**src/rtl/fetch_if_stage.sv**
```systemverilog
// Instruction-fetch stage with IF/ID register and a one-entry hold buffer for stalls.
// Optional FETCH_PERF_EN adds stall_cnt / flush_cnt performance counters.
module fetch_if_stage #(
  parameter logic [31:0] RESET_PC  = 32'h0000_0000,
  parameter logic [31:0] NOP_INSTR = 32'h0000_0013
) (
  input  logic        clk,
  input  logic        reset,
  input  logic        stall_IFID,
  input  logic        flush,
  input  logic [31:0] branch_target,
  output logic        imem_en,
  output logic [31:0] imem_addr,
  input  logic [31:0] imem_rdata,
  output logic [31:0] pc_ID,
  output logic [31:0] instr_ID,
  output logic        valid_ID
`ifdef FETCH_PERF_EN
  ,
  output logic [31:0] stall_cnt,
  output logic [31:0] flush_cnt
`endif
);

  logic [31:0] pc_F;
  logic [31:0] req_pc;
  logic        req_valid;
  logic [31:0] hold_instr;
  logic        hold_valid;
  logic [31:0] target;
  logic        advance;
  logic        unused_tgt_bits;

  assign target          = {branch_target[31:2], 2'b00};
  assign unused_tgt_bits = ^branch_target[1:0];
  assign advance         = !flush && !stall_IFID;

  // IF: request issue toward instruction memory
  assign imem_en   = !reset && (flush || !stall_IFID);
  assign imem_addr = flush ? target : pc_F;

  // Control state: PC, in-flight flag, hold flag, ID valid
  always_ff @(posedge clk) begin
    if (reset) begin
      pc_F       <= RESET_PC;
      req_valid  <= 1'b0;
      hold_valid <= 1'b0;
      valid_ID   <= 1'b0;
      pc_ID      <= 32'h0;
      instr_ID   <= NOP_INSTR;
    end else if (flush) begin
      pc_F       <= target + 32'd4;
      req_valid  <= 1'b1;
      hold_valid <= 1'b0;
      valid_ID   <= 1'b0;
      pc_ID      <= 32'h0;
      instr_ID   <= NOP_INSTR;
    end else if (stall_IFID) begin
      if (req_valid && !hold_valid)
        hold_valid <= 1'b1;
    end else begin
      pc_F       <= pc_F + 32'd4;
      req_valid  <= 1'b1;
      hold_valid <= 1'b0;
      // IF/ID: forward the held word if a stall parked it, else the live response
      if (req_valid) begin
        valid_ID <= 1'b1;
        pc_ID    <= req_pc;
        instr_ID <= hold_valid ? hold_instr : imem_rdata;
      end else begin
        valid_ID <= 1'b0;
        pc_ID    <= 32'h0;
        instr_ID <= NOP_INSTR;
      end
    end
  end

  // Datapath-only registers: qualified by req_valid / hold_valid, so no reset needed
  always_ff @(posedge clk) begin
    if (flush)
      req_pc <= target;
    else if (advance)
      req_pc <= pc_F;
    if (!flush && stall_IFID && req_valid && !hold_valid)
      hold_instr <= imem_rdata;
  end

`ifdef FETCH_PERF_EN
  always_ff @(posedge clk) begin
    if (reset) begin
      stall_cnt <= 32'h0;
      flush_cnt <= 32'h0;
    end else begin
      if (flush)
        flush_cnt <= flush_cnt + 32'd1;
      else if (stall_IFID)
        stall_cnt <= stall_cnt + 32'd1;
    end
  end
`endif

endmodule

```
**config.mk**
```make
export PLATFORM = sky130hd
export DESIGN_NAME = fetch_if_stage
export DESIGN_NICKNAME = d
export VERILOG_FILES = /design/src/rtl/fetch_if_stage.sv
export SDC_FILE = /design/constraint.sdc
export NUM_CORES = 1
export LEC_CHECK = 0
export ABC_AREA = 1
export CORE_MARGIN = 8
export CORE_UTILIZATION = 46
export CTS_BUF_LIST = sky130_fd_sc_hd__clkbuf_4 sky130_fd_sc_hd__clkbuf_8
export CTS_CLUSTER_DIAMETER = 50
export DETAILED_ROUTE_END_ITERATION = 8
export PLACE_DENSITY = 0.82
export SYNTH_ARGS = -nofsm -noshare
export SYNTH_HDL_FRONTEND = slang
export SYNTH_SLANG_ARGS = --single-unit
```
**constraint.sdc**
```tcl
create_clock -name clk -period 4.5 [get_ports clk]
set_input_delay 1.125 -clock clk [delete_from_list [all_inputs] [get_ports clk]]
set_output_delay 1.125 -clock clk [all_outputs]
set_load 0.03 [all_outputs]
```
==> reports/results.txt, run 1 <==
status: complete, no violations
fmax: 251 MHz
number of buffers created by CTS: 17
Die Wd: 138 um
Psw: 0.843 mW
Seq cells post-synth: 157
register area: 3760 sq um
worst setup path class: primary input to output pin
Adder-Cell Fraction of Synth Area: 0.183%
starting density of the core: 47.0%
Via-to-Cell Ratio: 5.06
Final setup viols: 0
Max IR drop VDD: 0.209 mV
clk slew on worst S/H paths: 0.09 ns
CTS root buf: clkbuf_8
flop2flop setup slack: 2.52 ns
Total Nets Final: 943
Rows: 44
post-cts hold buffer count: 0
largest net degree at the start of global routing: 63
Setup WS post-layout: 0.523 ns
RR Endpoint: pc_F[24]$_SDFFE_PP0P_
XOR/XNOR Fraction of Synth Area: 0.385%
final critical-path share of the clock period: 88.4%
worst r2r src: pc_F[2]$_SDFFE_PP0P_
DRT antenna net count: 0
DR DRC count: 0
syn_area_per_cell: 9.51 sq um
placed inst area: 8520 sq um
sequential fraction of the synthesis area: 55.1%
P&R area growth vs syn: 30.6%
vias post-DR: 5,421
Fin. Hold Viols: 0
RSZ-0062 raised after global routing: false
register share of total power: 51.2%
Die ar.: 19,000 sq um
Routed WL: 18,000 um
I/O Pins: 166
vias in the first global route: 5,299
CP startpoint kind: primary input
clock skew: 0.0134 ns
wire per inst: 16.8 um
Comb pwr share: 14.5%
post-cts resize count: 0
Yosys Warn Count: 0
mapped cell area: 6830 sq um
Critical Path AT: 2.85 ns
first-pass GRT wire length: 27,800 um
clock power share: 34.2%
R2R depth: 13
GRT Resource Usage Total: 19.0%
sw frac: 27.3%
final global-route overflow total: 0
max-slew violation count: 0
DIE HEIGHT: 138 um
Iter 0 DRT Violations: 421
Setup Fix Bufs, Post-CTS: 0
Fin Setup TNS: 0 ns
GPL Wtd Cong: 0.840
Yosys cell types: 40
CTS tree: yes
dpl ws: 0.508 ns
Hold Path Sink: pc_ID[5]$_SDFFE_PP0N_
Setup crit end kind: output pin
main combinational cell family by area after synthesis: simple AND/OR/NAND/NOR gates
# Max-Cap Violations: 0
post-synthesis cell count: 718
Crit Path Max Fanout: 17
Synth Area in Compound Gates: 10.3%
WP data required: 3.38 ns
hold path depth: 1
mux cell area share after synthesis: 3.23%
Static Leakage: 3.55 nW
layout cell share with drive strength beyond 1: 13.8%
Slew HR: 32.6%
antenna violations before repair: 1
total core area: 14,500 sq um
DR pass1 iterations: 5
hold path start: req_pc[5]$_DFFE_PP_
H-Tree Depth: 4
Post-Synth Simple-Gate Area: 24.5%
CTS Buffer Depth: 2
clock latency on the worst-skew pair: 0.45 ns
IO Port Bufs: 159
internal power: 2.24 mW
final critical-path required period: 3.98 ns
area of the multi-input gates: 2670 sq um
Fillers: 1,235
Worst-Margin Slew: 1.01 ns
Final Instance Area: 8910 sq um
post-DP HPWL: 12,800 um
pwr dens: 346 nW/um^2
clk sink count: 157
Hold Path Class: register to register
-- stage by stage --
step / total power [mW] / util (%) / cells / hold slack [ns]
4_1_cts: 3.10 / 61.3 / 1071 / 0.454
3_3_place_gp: 2.05 / 58.6 / 1039 / 0.430
5_1_grt: 3.20 / 61.3 / 1072 / 0.470
3_5_place_dp: 2.06 / 58.6 / 1039 / 0.440
6_report: 3.09 / 61.3 / 1072 / 0.455
2_1_floorplan: 1.87 / - / 721 / 0.429
-- final cells by class --
cell class                      instances  share of cell area [%]
Clock inverter                         13                    1.57
Tap cell                              184                    2.58
Multi-Input combinational cell        479                    29.9
Clock buffer                           19                    2.86
Inverter                               51                    2.23
Timing Repair Buffer                  168                    18.6
Antenna cell                            1                  0.0281
Sequential cell                       157                    42.2
-- critical path, stage by stage --
cell,delay (ns)
buf_2,0.33
buf_4,0.35
nand2_1,0.08
nand2_1,0.23
clkdlybuf4s50_1,0.73
-- worst max path at each step --
| stage | slack [ns] | start | to |
|---|---|---|---|
| global placement | 0.56 | flush | imem_addr[16] |
| detailed placement | 0.51 | flush | imem_addr[28] |
| finish | 0.52 | flush | imem_addr[26] |
| floorplan | 0.72 | flush | hold_instr[0]$_DFFE_PP_ |
| global route | 0.43 | flush | imem_addr[28] |
| CTS | 0.50 | flush | imem_addr[28] |
-- power by group through the flow --
stage	Sequential [mW]	Clock [mW]	Combinational [mW]
after floorplan	1.63	0	0.247
after global placement	1.61	0	0.439
after detailed placement	1.61	0	0.446
after CTS	1.58	1.07	0.449
after global routing	1.59	1.13	0.481
final	1.58	1.06	0.448
-- cells in the final DEF (no fill, tap or decap), types with 2 or more instances in the layout --
cell,Yosys,layout
clkinvlp_4,0,3
clkbuf_8,1,18
nand2_4,20,20
inv_1,49,48
a31oi_1,3,3
a21oi_1,12,12
nand2_2,30,30
nor2_2,11,11
nand2_1,175,175
nor2_4,9,10
bufinv_16,0,2
conb_1,1,4
xnor2_1,2,2
edfxtp_1,62,62
mux2i_1,22,22
buf_4,7,9
o21ai_0,45,45
dfxtp_1,95,94
inv_6,0,2
o31ai_1,8,8
nor2_1,59,58
clkdlybuf4s50_1,0,158
nand3_1,33,33
o21bai_1,2,2
clkinv_2,0,4
a22o_1,32,32
inv_8,1,2
inv_2,1,2
-- registers in the layout, indices dropped and copies added (netlist names) --
register and flops:
req_pc 30, hold_valid 1, instr_ID 32, req_valid 1
pc_ID 30, hold_instr 32, pc_F 30, valid_ID 1
-- layer usage --
layer  GRT usage [%]  vias to the layer above  routed length (um)
met5               0                        -                   0
met2            31.6                      179                8930
li1                -                     2703                   -
met1            23.0                     2518                7360
met4            7.52                        0                 352
met3            5.07                       21                1310
-- cell usage after synthesis (all sizes together) --
master,n,area (sq um)
xnor2,2,17.5
and2,1,6.26
buf,20,164
nand4,1,6.26
a31oi,3,18.8
o31ai,8,60.1
nor2,80,412
nand2,225,1070
o21ai,47,239
o22ai,1,6.26
clkbuf,14,62.6
conb,1,3.75
nand3,33,165
nor3,1,5.00
mux2i,22,220
edfxtp,62,1860
xor2,1,8.76
o21a,1,15.0
ha,1,12.5
a22o,32,280
a32o,1,10.0
inv,51,199
a21oi,12,60.1
or2,1,6.26
dfxtp,95,1900
o21bai,2,15.0
-- logic make-up after synthesis --
kind of cell	count (synthesis)
AOI/OAI and AO/OA	107
xor gates and xnor gates	3
adders and majority gates	1
buffers and inverters	85
DFF	157
muxes	22
other	1
and+or+nand+nor	342
No activity file was read; power rests on OpenSTA's default activity.
==> inputs of run 2 (changes only) <==
Settings changed: PLACE_DENSITY 0.82 to 0.78.
==> reports/results.txt, run 2 (synthesized netlist as in run 1, its figures left out) <==
antenna violations before repair: 0
final critical-path required period: 3.86 ns
clk sink count: 157
post-cts resize count: 0
WP data required: 3.38 ns
post-cts hold buffer count: 0
I/O Pins: 166
status: complete, no violations
number of buffers created by CTS: 17
final global-route overflow total: 0
Max IR drop VDD: 0.154 mV
Fin. Hold Viols: 0
max-slew violation count: 0
Final setup viols: 0
worst setup path class: primary input to output pin
Critical Path AT: 2.74 ns
vias post-DR: 5,367
Crit Path Max Fanout: 3
Total Nets Final: 944
Rows: 44
commonest non-fill, non-tap cells in the layout: nand2_1, clkdlybuf4s50_1, dfxtp_1
ANT cells: 0
post-DP HPWL: 12,700 um
# Max-Cap Violations: 0
Hold Path Class: register to register
first-pass GRT wire length: 27,500 um
clock latency on the worst-skew pair: 0.46 ns
IO Port Bufs: 159
CP startpoint kind: primary input
CTS Buffer Depth: 2
Fin Hold WS: 0.450 ns
Die ar.: 19,000 sq um
Iter 0 DRT Violations: 447
Die Wd: 138 um
pwr dens: 339 nW/um^2
wire per inst: 16.5 um
Setup crit end kind: output pin
total core area: 14,500 sq um
layout cell share with drive strength beyond 1: 13.7%
P&R area growth vs syn: 30.7%
Fin Setup TNS: 0 ns
Tot Pwr: 3.03 mW
DR pass1 iterations: 5
final cell count without fillers: 1,072
GPL Wtd Cong: 0.853
H-Tree Depth: 4
DIE HEIGHT: 138 um
DR DRC count: 0
clock skew: 0.00790 ns
DRT antenna net count: 0
Setup Fix Bufs, Post-CTS: 0
Static Leakage: 3.54 nW
Placed Instances: 1,040
Worst-Margin Slew: 0.982 ns
Largest regs: hold_instr (32), instr_ID (32)
CTS tree: yes
GRT Resource Usage Total: 18.9%
Routed WL: 17,700 um
vias in the first global route: 5,124
fmax: 259 MHz
commonest non-fill, non-tap cell in the layout: nand2_1
largest net degree at the start of global routing: 63
RSZ-0062 raised after global routing: false
final critical-path share of the clock period: 85.8%
Slew HR: 34.5%
Via-to-Cell Ratio: 5.01
Fillers: 1,231
CTS root buf: clkbuf_8
starting density of the core: 47.0%
clk slew on worst S/H paths: 0.09 ns
==> run 2: cell count changes in the layout (fill, tap and decap cells not counted) <==
cell / change
buf_4: -1
inv_6: -1
diode_2: -1
buf_12: +2
clkinv_1: +1
clkinvlp_4: +3
clkinv_2: -2
bufinv_16: -1
==> run 2: path summary, 6_finish.rpt <==
path / startpoint / endpoint / slack (ns) / depth (start not counted)
min: valid_ID$_SDFFE_PP0N_ / valid_ID$_SDFFE_PP0N_ / 0.45 / 2
max reg2reg: pc_F[2]$_SDFFE_PP0P_ / pc_F[24]$_SDFFE_PP0P_ / 2.58 / 13
max: branch_target[31] / imem_addr[31] / 0.64 / 5
min reg2reg: valid_ID$_SDFFE_PP0N_ / valid_ID$_SDFFE_PP0N_ / 0.45 / 2
==> run 2: area by class of cell <==
class	instances	area (sq um)	area share, %
clock inverter	13	118	1.32
multi-input combinational	479	2670	29.9
timing repair buffer	169	1690	18.9
clock buffer	19	255	2.86
inverter	51	199	2.23
tap	184	230	2.58
sequential	157	3760	42.2
==> run 2: metrics by stage <==
stage | cell area, sq um | util [%] | worst slack (ns)
final | 8920 | 61.4 | 0.639
after global routing | 8920 | 61.4 | 0.570
after CTS | 8920 | 61.4 | 0.630
after detailed placement | 8550 | 58.8 | 0.639
after global placement | 8550 | 58.8 | 0.626
after floorplan | 6840 | - | 0.719
==> run 2: critical path, stage by stage <==
cell	delay (ns)
clkdlybuf4s50_1	0.42
or2_2	0.29
o21ai_0	0.15
inv_1	0.13
clkdlybuf4s50_1	0.62
==> run 2: report_power, final <==
part | switching (mW) | internal [mW]
combinational | 0.272 | 0.178
clock | 0.538 | 0.458
sequential | 0.0307 | 1.55
total | 0.840 | 2.19
==> run 2: layer usage <==
metal	part of all wire (%)	vias up	GRT usage, %
met4	1.6	0	6.33
met3	6.1	20	4.56
met5	0	-	0
met2	49	162	30.9
li1	-	2698	-
met1	43	2487	23.9
